`config.mk`:
```
export PLATFORM = sky130hd
export DESIGN_NAME = rx_byte_buffer_flat
export DESIGN_NICKNAME = d
export VERILOG_FILES = /design/src/rtl/rx_byte_buffer_if.sv /design/src/rtl/rx_byte_buffer.sv /design/src/flat_wrapper.sv
export SDC_FILE = /design/constraint.sdc
export NUM_CORES = 1
export LEC_CHECK = 0
export BUFFER_PORTS_ARGS = -buffer_cell sky130_fd_sc_hd__buf_2
export CAP_MARGIN = 5
export CORE_MARGIN = 8
export CORE_UTILIZATION = 50
export DETAILED_ROUTE_END_ITERATION = 6
export HOLD_SLACK_MARGIN = 0.08
export PLACE_DENSITY = 0.73
export SYNTH_ARGS = -nofsm -noshare
export SYNTH_HDL_FRONTEND = slang
export SYNTH_SLANG_ARGS = --single-unit
```
`constraint.sdc`:
```
create_clock -name clk -period 3.32 [get_ports clk]
set_clock_uncertainty 0.15 [all_clocks]
set_input_delay 0.332 -clock clk [delete_from_list [all_inputs] [get_ports clk]]
set_output_delay 0.332 -clock clk [all_outputs]
set_load 0.01 [all_outputs]
```
`src/rtl/rx_byte_buffer_if.sv`:
```
// Byte stream handshake between decoder (writer), buffer and UART transmitter (reader).
interface rx_byte_buffer_if #(
    parameter int unsigned DATA_W = 8
);
    logic [DATA_W-1:0] wr_data;
    logic              wr_valid;
    logic [DATA_W-1:0] rd_data;
    logic              rd_valid;
    logic              rd_ready;

    modport master (
        output wr_data, wr_valid, rd_ready,
        input  rd_data, rd_valid
    );

    modport slave (
        input  wr_data, wr_valid, rd_ready,
        output rd_data, rd_valid
    );
endinterface

```
`src/rtl/rx_byte_buffer.sv`:
```
// Receive-side byte FIFO with first-word fall-through read and sticky, saturating overflow count.
module rx_byte_buffer #(
    parameter int unsigned DATA_W = 8,
    parameter int unsigned DEPTH  = 16,
    parameter int unsigned CNT_W  = 8
) (
    input  logic                   clk,
    input  logic                   arstn,
    input  logic                   en,
    rx_byte_buffer_if.slave        bus,
    output logic                   full,
    output logic                   empty,
    output logic [$clog2(DEPTH):0] level,
    output logic                   ovf,
    output logic [CNT_W-1:0]       ovf_cnt,
    input  logic                   clr_ovf
);
    localparam int unsigned PTR_W = $clog2(DEPTH);
    localparam int unsigned LVL_W = PTR_W + 1;
    localparam logic [CNT_W-1:0] CNT_MAX = {CNT_W{1'b1}};

    logic [DATA_W-1:0] mem [DEPTH];
    logic [PTR_W-1:0]  wp;
    logic [PTR_W-1:0]  rp;
    logic              push;
    logic              pop;
    logic              drop;

    // Flags derive from the level register only, so nothing reaches them from wr_valid.
    assign full         = (level == LVL_W'(DEPTH));
    assign empty        = (level == '0);
    assign bus.rd_valid = ~empty;
    assign bus.rd_data  = mem[rp];

    assign pop  = en & bus.rd_valid & bus.rd_ready;
    assign push = en & bus.wr_valid & (~full | pop);
    assign drop = en & bus.wr_valid & full & ~pop;

    // Storage and write pointer.
    always_ff @(posedge clk or negedge arstn) begin
        if (!arstn) begin
            for (int i = 0; i < int'(DEPTH); i++) mem[i] <= '0;
            wp <= '0;
        end else if (push) begin
            mem[wp] <= bus.wr_data;
            wp      <= wp + PTR_W'(1);
        end
    end

    // Read pointer and occupancy.
    always_ff @(posedge clk or negedge arstn) begin
        if (!arstn) begin
            rp    <= '0;
            level <= '0;
        end else begin
            if (pop) rp <= rp + PTR_W'(1);
            case ({push, pop})
                2'b10:   level <= level + LVL_W'(1);
                2'b01:   level <= level - LVL_W'(1);
                default: level <= level;
            endcase
        end
    end

    // Overflow tracking; a drop coinciding with a clear leaves exactly one count.
    always_ff @(posedge clk or negedge arstn) begin
        if (!arstn) begin
            ovf     <= 1'b0;
            ovf_cnt <= '0;
        end else if (en) begin
            if (clr_ovf) begin
                ovf     <= drop;
                ovf_cnt <= drop ? CNT_W'(1) : '0;
            end else if (drop) begin
                ovf <= 1'b1;
                if (ovf_cnt != CNT_MAX) ovf_cnt <= ovf_cnt + CNT_W'(1);
            end
        end
    end
endmodule

```
`src/flat_wrapper.sv`:
```
// flat-port wrapper written by rule: the top's interface ports become plain ports
module rx_byte_buffer_flat 
#(
    parameter int unsigned DATA_W = 8,
    parameter int unsigned DEPTH  = 16,
    parameter int unsigned CNT_W  = 8
)
  (clk, arstn, en, full, empty, level, ovf, ovf_cnt, clr_ovf, bus_wr_data, bus_wr_valid, bus_rd_ready, bus_rd_data, bus_rd_valid);
  rx_byte_buffer_if #(.DATA_W(DATA_W)) bus_i ();
  input  logic clk;
  input  logic arstn;
  input  logic en;
  output logic full;
  output logic empty;
  output logic [$clog2(DEPTH):0] level;
  output logic ovf;
  output logic [CNT_W-1:0] ovf_cnt;
  input  logic clr_ovf;
  input wire logic [$bits(bus_i.wr_data)-1:0] bus_wr_data;
  input wire logic [$bits(bus_i.wr_valid)-1:0] bus_wr_valid;
  input wire logic [$bits(bus_i.rd_ready)-1:0] bus_rd_ready;
  output wire logic [$bits(bus_i.rd_data)-1:0] bus_rd_data;
  output wire logic [$bits(bus_i.rd_valid)-1:0] bus_rd_valid;
  assign bus_i.wr_data = bus_wr_data;
  assign bus_i.wr_valid = bus_wr_valid;
  assign bus_i.rd_ready = bus_rd_ready;
  assign bus_rd_data = bus_i.rd_data;
  assign bus_rd_valid = bus_i.rd_valid;
  rx_byte_buffer #(.DATA_W(DATA_W), .DEPTH(DEPTH), .CNT_W(CNT_W)) u_core (.clk(clk), .arstn(arstn), .en(en), .bus(bus_i), .full(full), .empty(empty), .level(level), .ovf(ovf), .ovf_cnt(ovf_cnt), .clr_ovf(clr_ovf));
endmodule
```
### Word level (Yosys, flattened, before mapping)

Index checks and enable logic that the tools add are counted.

* add/sub/neg operators: 5
* order comparisons: 3
* equality and inequality tests: 4
* mux-type cells: 13
* bitwise operators: 12
* reduce and logical (&&, ||, !) cells: 7

Operators with widths (number)
* 128-bit bitwise mux: 1
* 8-bit 2-to-1 mux: 6
* 8-bit binary-select mux with 4-bit select: 1
* 8-bit demux with 4-bit select: 1
* 5-bit >= comparator, second input constant: 2
* 4-bit NOT with 5-bit output: 2
* 5-bit case mux with 2 select lines: 1
* 4-bit by 1-bit adder with 4-bit output, second input constant: 2
* 8-bit by 1-bit adder with 8-bit output, second input constant: 1
* 8-bit inequality test, second input constant: 1
* 1-bit AND: 6
* 2-bit nonzero test: 3
* 5-bit by 1-bit adder with 5-bit output, second input constant: 1
* 5-bit equality test, second input constant: 1
* 5-bit zero test: 1
* 5-bit by 1-bit < comparator with 1-bit output, second input constant: 1
* 5-bit by 1-bit subtractor with 5-bit output, second input constant: 1
* 1-bit 2-to-1 mux: 3
* 1-bit NOT: 3
* 3-bit AND reduction: 1
* 2-bit by 1-bit equality test with 1-bit output, second input constant: 1
* 2-bit equality test, second input constant: 1
* 2-bit AND reduction: 1
* 1-bit logical AND: 1
* 1-bit bitwise OR: 1

* bits in registers: 150
* bits of input ports: 14

### Longest topological paths before layout

Gate-level depths: netlist of the first run.

* depth in word-level cells: 8
* depth in mapped cells: 9
* gate-level depth less buffers: 9

### Worst setup path before layout of the first run

Ideal clock, no wire load.

* path type: register -> register
* from: register u_core.level[1]
* to: register u_core.level[3]
* data arrival time: 2.135 ns
* data required time: 3.045 ns
* setup slack: 0.910 ns
* stages on the path, launching flop included: 10
* clock period less this slack: 2.410 ns
* path through: dfrtp_1 -> nor4_4 -> a21oi_1 -> nand2b_1 -> inv_1 -> ha_1 -> a21o_1 -> a21oi_1 -> xnor2_1 -> mux2_2

* word-level cells in the longest chain between the ends: 8
* elaborated cells between the ends (all ways): 14

Ends and longest elaborated chain
* start: declaration: line rx_byte_buffer.sv:13 `output logic [$clog2(DEPTH):0] level,`
* start signal: assignment: line rx_byte_buffer.sv:58 `2'b10: level <= level + LVL_W'(1);`
* start signal: assignment: line rx_byte_buffer.sv:59 `2'b01: level <= level - LVL_W'(1);`
* start signal: assignment: line rx_byte_buffer.sv:60 `default: level <= level;`
* 5-bit zero test: line rx_byte_buffer.sv:31 `assign empty = (level == '0);`
* 1-bit NOT: line rx_byte_buffer.sv:32 `assign bus.rd_valid = ~empty;`
* 1-bit AND (2 in series): line rx_byte_buffer.sv:35 `assign pop = en & bus.rd_valid & bus.rd_ready;`
* 1-bit bitwise OR: line rx_byte_buffer.sv:36 `assign push = en & bus.wr_valid & (~full | pop);`
* 1-bit AND: line rx_byte_buffer.sv:36
* 2-bit by 1-bit equality test with 1-bit output / 2-bit equality test (equally long branches): line rx_byte_buffer.sv:57 `case ({push, pop})`
* 5-bit case mux with 2 select lines / 2-bit nonzero test (equally long branches)

Several ways; a longest one is shown, not always the timed one.
A chain may end at the register's enable or synchronous reset.

### Worst setup path in the final report of the first run

* from: register u_core.rp[0]
* to: output bus_rd_data[1]

* word-level cells in the longest chain between the ends: 4

Ends and longest elaborated chain
* start: declaration: line rx_byte_buffer.sv:24 `logic [PTR_W-1:0] rp;`
* start signal: assignment: line rx_byte_buffer.sv:56 `if (pop) rp <= rp + PTR_W'(1);`
* 4-bit NOT with 5-bit output (not written as such): line rx_byte_buffer.sv:33 `assign bus.rd_data = mem[rp];`
* 8-bit binary-select mux with 4-bit select: line rx_byte_buffer.sv:33
* 8-bit 2-to-1 mux (not written as such) (2 in series): line rx_byte_buffer.sv:33
* end: declaration: line flat_wrapper.sv:22 `output wire logic [$bits(bus_i.rd_data)-1:0] bus_rd_data;`

No other way between the ends. The select of a mux whose other input is x is not followed.

==> impl_results.md, run 1 <==
* Quantity of gates resized following cts at 0
* Number of setup buffers added after CTS at 0
* Maximum level of the CTS H-tree at 4
* Outcome: finished clean
* Top cell type's share of synthesized area at 0.522
* Post-layout minimum cycle time at 2.90 ns
* Worst path required time at 2.84 ns
* Highest Clock Rate at 0.344 GHz
* Area of the multi-input gates at 3270 µm²
* Tightest Pin Transition at 1.00 ns
* First-pass DRT Iterations at 4
* Count of fill cells added during filler insertion at 1099
* Clock Tree Root: sky130_fd_sc_hd__clkbuf_16
* Post-synthesis instance area at 7190 µm²
* Initial antenna violation count at 0
* Antenna diode count at 0
* WS Path Type: register to primary output
* Most frequent standard cell in the layout excluding fill and tap cells: sky130_fd_sc_hd__dfrtp_1
* Critical Path Start Type: register
* Number of hold violations in the final report at 0
* Placeable Area at 14300 µm²
* Post-synth cell types at 47
* Number of nets at the end of the flow at 551
* Finish-stage setup viols at 0
* Pleak at 3.81 nW
* CP cell instances: buf_12 -> mux4_2 -> a22oi_1 -> nand2_1 -> buf_2
* Synthesis Warnings at 0
* Routed length per placed instance at 20.2 µm
* Clock Tree Buf Depth at 2
* Number of remaining DRC errors at 0
* Count of cells along the worst hold path at 4
* TritonCTS clock tree: done
* GP Congestion at 0.795
* Via count of the first global-routing pass at 4591
* Horiz. Die Dim at 136 µm
* Clock slew seen by the registers of the worst setup and hold paths at 0.06 ns
* Number of violations reported at the end of detailed-routing iteration 0 at 198
* Vias per std cell at 5.86
* Peak supply drop at 0.541 mV
* Final period utilization at 0.875
* Flop and latch count out of synthesis at 150
* Residual overflow from global routing at 0
* Worst Reg2Reg Path Length in Cells at 9
* Hold Path Class: input pin to register
* Utilization of the core after routing at 0.578
* Cell Count Post-Placement at 689
* Die outline area at 18500 µm²
* Height of the die at 136 µm
* Syn Nets at 516
* CP max stage delay at 0.61 ns
* Clock sinks at 150
* Synthesized instance count at 492
* Number of primary I/O pins at 39
* Cell Pwr Density at 952 nW/µm²
* Fraction of synthesis flops using an asynchronous set or reset pin at 1.00
* Rel. slew slack at 0.333
* Synthesized area divided by synthesized cell count at 14.6 µm²
* Cts hold-fix bufs at 3
* Final cell count without fillers at 724
* Clk_lat worst skew at 0.42 ns
* Routed Antenna Nets at 0
* Placed cell areas at 7540 µm²
* Placed wire-length estimate at 9610 µm
* Cell types with the largest area share after synthesis: sky130_fd_sc_hd__dfrtp_1 (52%), sky130_fd_sc_hd__mux2_2 (19%), sky130_fd_sc_hd__mux4_2 (10%)
* Top fanout value on the critical path at 24
* Slowest cell on crit path: sky130_fd_sc_hd__dfrtp_2
* Layout cell share with drive strength beyond 1 at 0.472
* Number of buffers created by CTS at 17
* Total routing resource utilization after global routing at 0.172
* Synthesis-to-layout area growth at 14.9%
* Max-Cap Viols at 0
* Kind of end point of the critical path: primary output
* Primary flip-flop cell chosen by synthesis mapping: sky130_fd_sc_hd__dfrtp_1
* Number of enable flip-flop cells after synthesis at 0
* Sequential share of the synthesized area at 0.522
* Power consumption at 0.00787 W
* Maximum number of pins on one net before global-route repair at 84
* RSZ-0062 raised after global routing: false
* Worst path arrival time at 2.42 ns
* Setup TNS after final layout at 0 ns
* Global-route wire length before repair at 24600 µm
* Final max-slew violation count at 0
* FP Rows at 44
* Initial Util at 0.503
* Seq. cell area at 3750 µm²
* Buffers added on ports at 38
* Synth area leader: sky130_fd_sc_hd__dfrtp_1
* Final cell area excluding filler cells at 8270 µm²
* Most frequent cells in the layout: sky130_fd_sc_hd__dfrtp_1 (149), sky130_fd_sc_hd__mux2_2 (124), sky130_fd_sc_hd__buf_2 (37)
* Total routed wirelength at 14600 µm
* Number of vias after detailed routing at 4241
critical path: cells and delay by family, from the launching register on:
family / cells / cell delay [ns]
DFF: 1 / 0.61
buffers and inverters: 2 / 0.43
and+or+nand+nor: 1 / 0.12
AOI/OAI and AO/OA: 1 / 0.29
muxes: 1 / 0.53
registers in the layout, indices dropped and copies added, names as in the netlist:
name	cells
u_core.mem	128
u_core.ovf_cnt	8
u_core.level	5
u_core.rp	4
u_core.wp	4
u_core.ovf	1
through the flow:
step,hold slack [ns],setup slack [ns]
global placement,0.276,0.807
finish,0.106,0.416
global route,0.109,0.285
floorplan,-0.114,0.910
detailed placement,0.282,0.622
CTS,0.0843,0.383
area by class of cell:
type,instances,area share
flip-flops and latches,150,0.454
multi-input cells,303,0.395
clock buffers,24,0.0607
repair buffers,46,0.0350
well taps,184,0.0278
clock inverters,8,0.0230
inverters,9,0.00409
cells in the mapped netlist, drive strengths merged, types with 3 or more instances:
cell    instances
a21oi           7
a22oi          16
and3            4
buf            16
clkbuf         14
dfrtp         150
ha              9
inv             9
mux2          132
mux2i           3
mux4           32
nand2          21
nand3          12
nand4           7
nor2            8
nor2b           4
o21ai           5
o31ai           3
or4             5
xnor2           8
logic make-up after synthesis:
group / synth area share
compound gates: 0.0393
xor+xnor: 0.0122
fa+ha+maj: 0.0184
buf+inv: 0.0250
flops: 0.522
mux: 0.315
simple gates: 0.0682
power by group:
part / switching [W] / internal, W
registers: 0.000508 / 0.00256
logic: 0.00113 / 0.00145
clock network: 0.000712 / 0.00151
routing by layer:
layer	track usage	vias up	wire, µm
li1	-	1920	-
met3	0.0455	10	475
met2	0.273	82	7290
met1	0.225	2229	6780
met5	0	-	0
met4	0.0549	0	100
worst paths after layout:
kind | slack, ns | startpoint | end
hold / removal | 0.11 | en | u_core.ovf$_DFFE_PN0P_
setup / recovery | 0.42 | u_core.rp[0]$_DFFE_PN0P_ | bus_rd_data[1]
min in group asynchronous | 0.39 | arstn | u_core.mem[62]$_DFFE_PN0P_
setup reg to reg | 0.58 | u_core.level[1]$_DFFE_PN0P_ | u_core.level[3]$_DFFE_PN0P_
hold reg to reg | 0.34 | u_core.ovf$_DFFE_PN0P_ | u_core.ovf$_DFFE_PN0P_
max in group asynchronous | 1.83 | arstn | u_core.mem[28]$_DFFE_PN0P_
(Power assumes the default switching activity.)
==> run 2: changes to the inputs <==
--- a/config.mk
+++ b/config.mk
@@ -5,6 +5,7 @@
 export SDC_FILE = /design/constraint.sdc
 export NUM_CORES = 1
 export LEC_CHECK = 0
+export ABC_AREA = 1
 export BUFFER_PORTS_ARGS = -buffer_cell sky130_fd_sc_hd__buf_2
 export CAP_MARGIN = 5
 export CORE_MARGIN = 8
==> impl_results.md, run 2 <==
* Number of nets at the end of the flow at 895 (+62%)
* Cell types with the largest area share after synthesis: sky130_fd_sc_hd__dfrtp_1 (51%), sky130_fd_sc_hd__nand2_1 (9.1%), sky130_fd_sc_hd__o21ai_0 (7.2%)
* Top cells by count, synth: sky130_fd_sc_hd__nand2_1 (178), sky130_fd_sc_hd__dfrtp_1 (150), sky130_fd_sc_hd__o21ai_0 (105)
* Largest registers in the final layout: u_core.mem (128), u_core.ovf_cnt (8), u_core.level (5)
* Final period utilization at 0.816 (-0.0587)
* Placeable Area at 14400 µm² (+0.77%)
* Tightest Pin Transition at 0.720 ns (-0.281 ns)
* Top cell type's share of synthesized area at 0.511 (-0.0108)
* Crit path max-delay family: buffers and inverters
* Worst Reg2Reg Path Length in Cells at 13 (+4)
* Rel. slew slack at 0.520 (+0.186)
* Post-synthesis instance area at 7350 µm² (+2.1%)
* Number of hold violations in the final report at 0 (unchanged)
* Most frequent standard cell in the layout excluding fill and tap cells: sky130_fd_sc_hd__nand2_1
* Maximum level of the CTS H-tree at 4 (unchanged)
* Horiz. Die Dim at 137 µm (+0.92%)
* Number of enable flip-flop cells after synthesis at 0 (unchanged)
* Kind of end point of the critical path: primary output
* Largest register FFs at 128 (unchanged)
* Launch point of the worst reg-to-reg path: u_core.level[1]$_DFFE_PN0P_
* Die outline area at 18800 µm² (+1.9%)
* Power share of the clock group at 0.250 (-0.032)
* Hold worst-path end: u_core.ovf$_DFFE_PN0P_
* Fraction of synthesis flops using an asynchronous set or reset pin at 1.00 (unchanged)
* Outcome: finished clean
* Placed wire-length estimate at 11400 µm (+18%)
* Most common cell in the netlist: sky130_fd_sc_hd__nand2_1
* Finish-stage setup viols at 0 (unchanged)
* Sequential share of the synthesized area at 0.511 (-0.0108)
* WS Path Type: register to primary output
* Slowest cell on crit path: sky130_fd_sc_hd__buf_4
* CP cell instances: buf_4 -> o21ai_0 -> o211ai_1 -> nand3_1 -> nand2_1 -> buf_2
* Synthesized area divided by synthesized cell count at 8.60 µm² (-41%)
* Top fanout value on the critical path at 72 (+200%)
* Height of the die at 137 µm (+0.92%)
* Seq pwr share at 0.380 (-0.010)
* Most frequent cells in the layout: sky130_fd_sc_hd__nand2_1 (178), sky130_fd_sc_hd__dfrtp_1 (149), sky130_fd_sc_hd__o21ai_0 (105)
* Total routed wirelength at 17800 µm (+21%)
* Share of total power in combinational logic at 0.370 (+0.042)
* Synthesis Warnings at 0 (unchanged)
* Number of remaining DRC errors at 0 (unchanged)
* Routed Antenna Nets at 0 (unchanged)
* Residual overflow from global routing at 0 (unchanged)
* Worst path required time at 2.84 ns (about the same)
* Number of buffers created by CTS at 17 (unchanged)
* GP Congestion at 0.835 (+5.1%)
* Synth area leader: sky130_fd_sc_hd__dfrtp_1
* Number of setup buffers added after CTS at 0 (unchanged)
* FP Rows at 44 (unchanged)
* Crit Reg-Reg Endpoint: u_core.level[4]$_DFFE_PN0P_
* First-pass DRT Iterations at 5 (+1)
* Count of cells along the worst hold path at 4 (unchanged)
* Maximum number of pins on one net before global-route repair at 89 (+6.0%)
* Via count of the first global-routing pass at 5577 (+21%)
* Cell internal power dissipation at 0.00489 W (-11%)
* Largest register by flop count: u_core.mem
* Number of violations reported at the end of detailed-routing iteration 0 at 586 (+200%)
* Clock sinks at 150 (unchanged)
* Clock slew seen by the registers of the worst setup and hold paths at 0.06 ns (about the same)
* Number of vias after detailed routing at 5919 (+40%)
* Initial Util at 0.509 (+0.00666)
* Post-synth cell types at 32 (-32%)
* Synthesis-to-layout area growth at 10.8%
* Worst path arrival time at 2.23 ns (-0.19 ns)
* Buffers added on ports at 38 (unchanged)
* Clk_lat worst skew at 0.43 ns (about the same)
* RSZ-0062 raised after global routing: false
* Highest Clock Rate at 0.369 GHz (+7.2%)
* Layout cell share with drive strength beyond 1 at 0.123 (-0.349)
* Initial antenna violation count at 0 (unchanged)
* Setup TNS after final layout at 0 ns (unchanged)
* Clock Tree Root: sky130_fd_sc_hd__clkbuf_16
* Worst min-delay path startpoint: bus_rd_ready
* Hold Path Class: input pin to register
* Final max-slew violation count at 0 (unchanged)
* Net Sw Frac at 0.386 (+0.0867)
* Antenna diode count at 0 (unchanged)
* Clock Tree Buf Depth at 2 (unchanged)
* Global-route wire length before repair at 29400 µm (+20%)
* Critical Path Start Type: register
* Vias per std cell at 5.54 (-5.4%)
* Utilization of the core after routing at 0.564 (-0.0131)
* Post-layout minimum cycle time at 2.71 ns (-0.195 ns)
* Syn Nets at 878 (+70%)
* Routed length per placed instance at 16.6 µm (-18%)
* Cell Pwr Density at 978 nW/µm² (+2.8%)
* CP max stage delay at 0.55 ns (-0.06 ns)
* Flop and latch count out of synthesis at 150 (unchanged)
* Number of primary I/O pins at 39 (unchanged)
* Setup slack of the most critical reg-to-reg path at 0.97 ns (+0.39 ns)
* Primary flip-flop cell chosen by synthesis mapping: sky130_fd_sc_hd__dfrtp_1
* Total routing resource utilization after global routing at 0.201 (+0.0293)
* Switching power at 0.00307 W (+31%)
* Pleak at 4.00 nW (+5.0%)
* Max-Cap Viols at 0 (unchanged)
* Synthesized instance count at 854 (+74%)
* Peak supply drop at 0.491 mV (-9.4%)
* TritonCTS clock tree: done
* WP buf/inv at 2 (unchanged)
[run 2: cell count changes after synthesis, moves of 27 or more]
cell	change
sky130_fd_sc_hd__mux2_2	-124
sky130_fd_sc_hd__nand3_1	+27
sky130_fd_sc_hd__o211ai_1	+32
sky130_fd_sc_hd__mux4_2	-32
sky130_fd_sc_hd__nor2_1	+96
sky130_fd_sc_hd__nand2_1	+157
sky130_fd_sc_hd__inv_1	+30
sky130_fd_sc_hd__o21ai_0	+100
sky130_fd_sc_hd__o21ai_1	+94
[run 2: logic make-up (layout without fill, tap and decap cells)]
kind of cell / after synthesis / count (layout) / share of synthesized area
flops: 150 / 150 / 0.511
compound gates: 248 / 248 / 0.184
simple gates: 338 / 338 / 0.199
mux: 1 / 1 / 0.00136
buf+inv: 96 / 126 / 0.0729
fa+ha+maj: 10 / 10 / 0.0181
xor+xnor: 11 / 11 / 0.0131
[run 2: power by group through the flow]
stage          registers, W  clock network [W]  logic [W]
2_1_floorplan       0.00290                  0    0.00218
3_3_place_gp        0.00302                  0    0.00286
3_5_place_dp        0.00302                  0    0.00293
4_1_cts             0.00301            0.00202    0.00296
5_1_grt             0.00311            0.00210    0.00336
6_report            0.00302            0.00199    0.00295
[run 2: worst max-delay path by stage]
stage	slack (ns)	cells after the start	endpoint	startpoint
floorplan	1.12	13	u_core.level[4]$_DFFE_PN0P_	u_core.level[1]$_DFFE_PN0P_
global placement	1.0	13	u_core.level[4]$_DFFE_PN0P_	u_core.level[1]$_DFFE_PN0P_
detailed placement	0.98	13	u_core.level[4]$_DFFE_PN0P_	u_core.level[1]$_DFFE_PN0P_
CTS	0.63	6	bus_rd_data[0]	u_core.rp[0]$_DFFE_PN0P_
global route	0.44	6	bus_rd_data[7]	u_core.rp[0]$_DFFE_PN0P_
finish	0.61	6	bus_rd_data[0]	u_core.rp[0]$_DFFE_PN0P_
[run 2: per-stage QoR]
step	cells	hold slack (ns)	cell area, µm²	total power (W)	worst slack (ns)
floorplan	854	-0.114	7350	0.00507	1.12
global placement	1032	0.195	7490	0.00587	1.00
detailed placement	1032	0.198	7490	0.00596	0.977
CTS	1068	0.140	8140	0.00799	0.633
global route	1068	0.185	8140	0.00857	0.444
finish	1068	0.148	8140	0.00797	0.611
[run 2: layout make-up]
type / instances / area (µm²)
inverters: 44 / 168
clock buffers: 23 / 488
clock inverters: 9 / 123
repair buffers: 50 / 322
flip-flops and latches: 150 / 3750
fillers: 1309 / 6280
multi-input cells: 608 / 3060
well taps: 184 / 230
[run 2: timing repair]
action	in CTS	in global routing
endpoints found under the hold margin	64	0
resized for setup	0	0
hold buffers	4	0
[run 2: routing by layer]
| metal | vias to the layer above | global-route usage | routed length (µm) |
|---|---|---|---|
| li1 | 2867 | - | - |
| met1 | 2856 | 0.274 | 8220 |
| met2 | 177 | 0.309 | 8150 |
| met3 | 19 | 0.0500 | 1120 |
| met4 | 0 | 0.0646 | 293 |
| met5 | - | 0 | 0 |
[run 2: worst reg2reg max path: stages, from the launching register on]
cell and delay (ns):
sky130_fd_sc_hd__dfrtp_1 0.43, sky130_fd_sc_hd__nor2_2 0.18, sky130_fd_sc_hd__nand3_1 0.15, sky130_fd_sc_hd__nand3_1 0.20, sky130_fd_sc_hd__inv_1 0.11, sky130_fd_sc_hd__ha_1 0.36
sky130_fd_sc_hd__inv_1 0.05, sky130_fd_sc_hd__o21ai_0 0.23, sky130_fd_sc_hd__a21o_1 0.15, sky130_fd_sc_hd__nand2_1 0.06, sky130_fd_sc_hd__nand2_1 0.06, sky130_fd_sc_hd__nand2_1 0.04
sky130_fd_sc_hd__nand2_1 0.05, sky130_fd_sc_hd__inv_1 0.04
